<file path="config.mk">
export PLATFORM = sky130hd
export DESIGN_NAME = piso_frame_tx
export DESIGN_NICKNAME = d
export VERILOG_FILES = /design/src/rtl/piso_frame_tx_pkg.sv /design/src/rtl/piso_frame_tx_bit_timer.sv /design/src/rtl/piso_frame_tx.sv
export SDC_FILE = /design/constraint.sdc
export NUM_CORES = 1
export LEC_CHECK = 0
export ABC_AREA = 1
export ABC_CLOCK_PERIOD_IN_PS = 2700
export BUFFER_PORTS_ARGS = -buffer_cell sky130_fd_sc_hd__buf_2
export CORE_MARGIN = 10
export CORE_UTILIZATION = 40
export CTS_BUF_LIST = sky130_fd_sc_hd__clkbuf_16
export CTS_CLUSTER_SIZE = 20
export DETAILED_ROUTE_END_ITERATION = 10
export GPL_ROUTABILITY_DRIVEN = 0
export HOLD_SLACK_MARGIN = 0.03
export PLACE_DENSITY_LB_ADDON = 0.15
export SETUP_SLACK_MARGIN = 0.05
export SYNTH_ARGS = -nofsm -noshare
export SYNTH_HDL_FRONTEND = slang
export SYNTH_SLANG_ARGS = --single-unit
</file>
<file path="constraint.sdc">
create_clock -name clk -period 2.7 [get_ports clk]
set_input_delay 0 -clock clk [delete_from_list [all_inputs] [get_ports clk]]
set_output_delay 0 -clock clk [all_outputs]
set_load 0.01 [all_outputs]
</file>
<file path="src/rtl/piso_frame_tx_pkg.sv">
// +-------------------------------------------------------------------+
// | piso_frame_tx_pkg : shared FSM encoding and line-level constants  |
// | Revision 1.0                                                      |
// +-------------------------------------------------------------------+
`default_nettype none

package piso_frame_tx_pkg;

   typedef enum logic [2:0] {
      S_IDLE   = 3'd0,
      S_START  = 3'd1,
      S_DATA   = 3'd2,
      S_PARITY = 3'd3,
      S_STOP   = 3'd4
   } state_t;

   localparam logic c_IDLE_LEVEL = 1'b1;

endpackage

`default_nettype wire

</file>
<file path="src/rtl/piso_frame_tx_bit_timer.sv">
// +-------------------------------------------------------------------+
// | bit_timer : one-cycle tick every DIV cycles, restarts on load     |
// | Revision 1.0                                                      |
// +-------------------------------------------------------------------+
`default_nettype none

module bit_timer #(
   parameter int DIV = 4
) (
   input  logic clk,
   input  logic rst,
   input  logic i_load,
   input  logic i_en,
   output logic o_tick
);

   localparam int               CNT_W  = $clog2(DIV + 1);
   localparam logic [CNT_W-1:0] c_LAST = CNT_W'(DIV - 1);

   logic [CNT_W-1:0] r_cnt;

   always_ff @(posedge clk) begin
      if (rst || i_load) begin
         r_cnt <= '0;
      end else if (i_en) begin
         r_cnt <= (r_cnt == c_LAST) ? '0 : r_cnt + CNT_W'(1);
      end
   end

   assign o_tick = i_en && !i_load && (r_cnt == c_LAST);

endmodule

`default_nettype wire

</file>
<file path="src/rtl/piso_frame_tx.sv">
// +-------------------------------------------------------------------+
// | piso_frame_tx : parallel-in serial-out framer (start/data/par/stop)|
// | Revision 1.0                                                      |
// +-------------------------------------------------------------------+
`default_nettype none

module piso_frame_tx
   import piso_frame_tx_pkg::*;
#(
   parameter int DATA_W    = 8,
   parameter int DIV       = 4,
   parameter int PARITY_EN = 1
) (
   input  logic              clk,
   input  logic              rst,
   input  logic [DATA_W-1:0] in_data,
   input  logic              in_valid,
   output logic              in_ready,
   output logic              serial_out,
   output logic              busy,
   output logic              tx_done
);

   localparam int                IDX_W      = $clog2(DATA_W + 1);
   localparam logic [IDX_W-1:0]  c_LAST_IDX = IDX_W'(DATA_W - 1);

   state_t              r_state;
   logic [DATA_W-1:0]   r_shift;
   logic [IDX_W-1:0]    r_idx;
   logic                r_par;
   logic                r_ser;
   logic                r_done;
   logic                w_tick;

   // Timer is held cleared in IDLE so the start bit gets a full period.
   bit_timer #(.DIV(DIV)) u_bit_timer (
      .clk    (clk),
      .rst    (rst),
      .i_load (r_state == S_IDLE),
      .i_en   (r_state != S_IDLE),
      .o_tick (w_tick)
   );

   always_ff @(posedge clk) begin
      if (rst) begin
         r_state <= S_IDLE;
         r_shift <= '0;
         r_idx   <= '0;
         r_par   <= 1'b0;
         r_ser   <= c_IDLE_LEVEL;
         r_done  <= 1'b0;
      end else begin
         r_done <= 1'b0;
         case (r_state)
            S_IDLE: begin
               if (in_valid) begin
                  r_shift <= in_data;
                  r_par   <= ^in_data;
                  r_idx   <= '0;
                  r_ser   <= ~c_IDLE_LEVEL;
                  r_state <= S_START;
               end
            end
            S_START: begin
               if (w_tick) begin
                  r_ser   <= r_shift[0];
                  r_shift <= r_shift >> 1;
                  r_state <= S_DATA;
               end
            end
            S_DATA: begin
               if (w_tick) begin
                  if (r_idx == c_LAST_IDX) begin
                     r_idx <= '0;
                     if (PARITY_EN != 0) begin
                        r_ser   <= r_par;
                        r_state <= S_PARITY;
                     end else begin
                        r_ser   <= 1'b1;
                        r_state <= S_STOP;
                     end
                  end else begin
                     r_idx   <= r_idx + IDX_W'(1);
                     r_ser   <= r_shift[0];
                     r_shift <= r_shift >> 1;
                  end
               end
            end
            S_PARITY: begin
               if (w_tick) begin
                  r_ser   <= 1'b1;
                  r_state <= S_STOP;
               end
            end
            S_STOP: begin
               if (w_tick) begin
                  r_ser   <= c_IDLE_LEVEL;
                  r_done  <= 1'b1;
                  r_state <= S_IDLE;
               end
            end
            default: begin
               r_ser   <= c_IDLE_LEVEL;
               r_state <= S_IDLE;
            end
         endcase
      end
   end

   assign in_ready   = (r_state == S_IDLE);
   assign busy       = (r_state != S_IDLE);
   assign serial_out = r_ser;
   assign tx_done    = r_done;

endmodule

`default_nettype wire

</file>
==> results_tabular.tex <==
\begin{tabular}{lr}
\hline
Metric & Value \\
\hline
\multicolumn{2}{l}{\textbf{Run status}} \\
\quad Outcome & complete, no violations \\
\multicolumn{2}{l}{\textbf{GRT}} \\
\quad Overflow left after global routing & 0 \\
\quad Largest net degree at the start of global routing & 17 \\
\quad Wire length of the first global-routing pass & 5000 µm \\
\quad Initial antenna violation count & 0 \\
\quad Vias in the first global route & 1,145 \\
\quad GRT Overall Usage & 0.100 \\
\multicolumn{2}{l}{\textbf{Floorplanning}} \\
\quad Die Wd & 76.4 µm \\
\quad Chip Height & 76.4 µm \\
\quad Ports placed on the boundary & 15 \\
\quad Cell Rows & 20 \\
\quad Overall die area & 0.00583 mm² \\
\quad Core Region & 0.00305 mm² \\
\quad Starting density of the core & 0.416 \\
\multicolumn{2}{l}{\textbf{Setup path}} \\
\quad Timing startpoint of the critical path & u\_bit\_timer.r\_cnt[0]\$\_SDFFE\_PP0P\_ \\
\quad Worst reg2reg startpoint & u\_bit\_timer.r\_cnt[0]\$\_SDFFE\_PP0P\_ \\
\quad Kind of critical path & reg -> reg \\
\quad Startpoint type of the worst setup path & flip-flop \\
\quad Cell chain of the critical path & ha\_1 > nand2\_1 > nand3\_1 > nand2\_2 > nor2\_4 > nand3\_1 > nand2\_1 > nor2\_2 \\
\quad Largest stage delay, worst path & 0.35 ns \\
\quad Maximum fanout along the worst path & 8 \\
\quad Crit path max-delay family & simple AND/OR/NAND/NOR gates \\
\quad Master of the slowest instance on the critical path & dfxtp\_1 \\
\quad Data arrival time at the worst-slack endpoint & 1.67 ns \\
\quad Data required time at the worst endpoint & 2.85 ns \\
\quad Worst Path Buf+Inv & 0 \\
\quad Cell count along the critical path & 8 \\
\quad Category of the worst setup path capture point & flip-flop \\
\quad Worst reg-to-reg path cell count & 8 \\
\multicolumn{2}{l}{\textbf{Final layout}} \\
\quad Nets & 244 \\
\quad Area added between synthesis and finish & 16.5\% \\
\quad Fraction of final layout cells with drive strength greater than 1 & 0.157 \\
\quad Post-route cell area & 0.00148 mm² \\
\quad Number of diodes added for antenna fixing & 0 \\
\multicolumn{2}{l}{\textbf{Place}} \\
\quad Placement-stage worst setup slack & 1.24 ns \\
\quad Count of buffers inserted at the top-level ports & 14 \\
\quad Cell area after placement & 0.00139 mm² \\
\quad Final HPWL DP & 2160 µm \\
\multicolumn{2}{l}{\textbf{Power}} \\
\quad Total power divided by cell area & 1010 mW/mm² \\
\quad Part of the power in the clock network & 0.209 \\
\quad Share of power burned in combinational logic & 0.485 \\
\quad Relative contribution of sequential cells to total power & 0.306 \\
\quad Switching part of the total & 0.436 \\
\quad Internal power component & 0.841 mW \\
\quad Worst-case vdd ir drop & 0.450 mV \\
\quad P\_leak & 0.801 nW \\
\quad NetSw & 0.650 mW \\
\quad Power Total & 1.49 mW \\
\multicolumn{2}{l}{\textbf{Routing}} \\
\quad Vias after detailed routing & 1,255 \\
\quad Drt first pass iters & 4 \\
\quad DRC violation total after the first TritonRoute iteration & 89 \\
\quad Number of remaining DRC errors & 0 \\
\quad Vias per cell & 4.58 \\
\quad Routed length per instance & 10.4 µm \\
\quad Post-Route WL & 2860 µm \\
\quad Remaining number of nets flagged by the antenna check after routing & 0 \\
\multicolumn{2}{l}{\textbf{Clocking}} \\
\quad H-tree Lvls & 1 \\
\quad Clock input transition at the sequential cells of the worst setup and hold paths & 0.06 ns \\
\quad Clk sink count & 21 \\
\quad Clk buf depth & 2 \\
\quad Clock tree from TritonCTS & done \\
\quad Count of cells resized by post-cts repair & 0 \\
\quad Number of buffers inserted during clock tree synthesis & 3 \\
\quad Clock latency of the later-clocked register in the worst-skew pair & 0.25 ns \\
\quad Clock tree root driver cell & clkbuf\_16 \\
\multicolumn{2}{l}{\textbf{STA}} \\
\quad Total Negative Setup Slacks & 0 ns \\
\quad Worst hold-check slack & 0.119 ns \\
\quad Max\_slew headroom & 0.677 \\
\quad Least setup slack across all paths after layout & 1.17 ns \\
\quad Maximum clock skew at final layout & 0.00137 ns \\
\quad Achievable clock frequency & 656 MHz \\
\quad Final cycle utilization of the critical path & 0.565 \\
\quad Final number of setup-violating endpoints & 0 \\
\quad Min Tclk post-route & 1.53 ns \\
\quad Unrepaired setup endpoints after global routing & no \\
\quad Fin. Hold Viols & 0 \\
\quad Tightest Pin Transition & 0.485 ns \\
\quad Final count of pins violating max slew & 0 \\
\multicolumn{2}{l}{\textbf{Run}} \\
\quad Maximum capacitance violations & 0 \\
\multicolumn{2}{l}{\textbf{Synthesis}} \\
\quad Syn\_area\_per\_cell & 6.00 µm² \\
\quad Total of flip-flops plus latches after synthesis & 21 \\
\quad Share of flip-flops with an asynchronous set or reset & 0 \\
\quad Sequential cell area fraction in the yosys report & 0.331 \\
\quad Synthesized net count & 225 \\
\quad Area of the mapped netlist & 0.00127 mm² \\
\quad Total of warnings raised by yosys & 0 \\
\quad Number of enable flip-flop cells after synthesis & 0 \\
\quad Dominant synthesized flop cell & dfxtp\_1 \\
\quad Number of distinct library cells after synthesis & 19 \\
\quad Syn Inst Count & 212 \\
\multicolumn{2}{l}{\textbf{Min path}} \\
\quad Hold Path Cell Cnt & 4 \\
\quad Min-delay worst type & in -> reg \\
\quad Start point of the worst min-delay path & in\_valid \\
\hline
\end{tabular}
-- final timing paths --
path | to | slack [ns]
worst max register to register | r_shift[5]$_SDFFE_PP0P_ | 1.17
worst min register to register | u_bit_timer.r_cnt[2]$_SDFFE_PP0P_ | 0.45
worst max-delay path | r_shift[5]$_SDFFE_PP0P_ | 1.17
worst min-delay path | r_idx[2]$_SDFFE_PP0P_ | 0.12
-- layout make-up --
type / count / area [µm²]
Inverter: 31 / 116
Clock inverter: 1 / 3.75
Timing Repair Buffer: 15 / 80.1
Clock buffer: 3 / 75.1
Multi-Input combinational cell: 159 / 731
Tap cell: 44 / 55.1
Sequential cell: 21 / 420
Fill cell: 334 / 1570
-- worst min-delay path: cells and delay by family --
kind | cells | cell delay, ns
buf+inv | 2 | 0.20
simple gates | 2 | 0.12
-- cells in the mapped netlist (2+ instances only) --
cell type | count | area (µm²)
nor2_1 | 30 | 113
nor2_4 | 3 | 33.8
ha_1 | 2 | 25.0
nor2_2 | 4 | 25.0
nand3_2 | 2 | 20.0
nand4_1 | 2 | 12.5
nor3_1 | 4 | 20.0
nand2_1 | 76 | 285
inv_1 | 27 | 101
nand3_1 | 18 | 90.1
o21ai_0 | 6 | 30.0
dfxtp_1 | 21 | 420
nand2_2 | 3 | 18.8
a21oi_1 | 6 | 30.0
inv_2 | 4 | 15.0
-- logic make-up after synthesis --
family	synth area share
AND/OR/NAND/NOR	0.508
flip-flops	0.331
adder cells (fa/ha/maj)	0.0197
buffers and inverters	0.0945
AO/OA/AOI/OAI	0.0472
-- what timing repair did --
item	in CTS	in global routing
hold buffers	1	0
setup buffers	0	0
endpoints found under the hold margin	2	0
-- layout by cell type (no fill, tap or decap), drive strengths merged --
master       netlist  final
buf                1     14
nor2              37     37
or2                1      1
clkbuf             0      3
dlygate4sd3        0      1
o21ai              6      6
nand2             80     80
ha                 2      2
inv               31     32
nand3             20     20
a21oi              6      6
nand4              2      2
nor3               5      5
dfxtp             21     21
-- flip-flops by register name, indices dropped and copies added (netlist names) --
register           count
u_bit_timer.r_cnt      3
r_shift                8
r_state                3
tx_done                1
serial_out             1
r_par                  1
r_idx                  4
-- power by group through the flow --
| stage | registers, mW | clock network [mW] | logic (mW) |
|---|---|---|---|
| 3_3_place_gp | 0.460 | 0 | 0.722 |
| 4_1_cts | 0.455 | 0.318 | 0.733 |
| 3_5_place_dp | 0.460 | 0 | 0.720 |
| 2_1_floorplan | 0.451 | 0 | 0.566 |
| 6_report | 0.457 | 0.312 | 0.722 |
| 5_1_grt | 0.466 | 0.330 | 0.839 |
-- metal layers --
layer,up-vias,wire length [µm],GRT usage
met5,-,0,0
met4,0,32,0.0335
met3,4,72,0.0177
met2,15,1340,0.170
met1,548,1420,0.124
li1,688,-,-
-- through the flow --
stage | utilization | instances
6_report | 0.485 | 274
5_1_grt | 0.485 | 274
4_1_cts | 0.485 | 274
3_5_place_dp | 0.456 | 269
3_3_place_gp | 0.456 | 269
2_1_floorplan | - | 212
No activity file was read; power rests on OpenSTA's default activity.
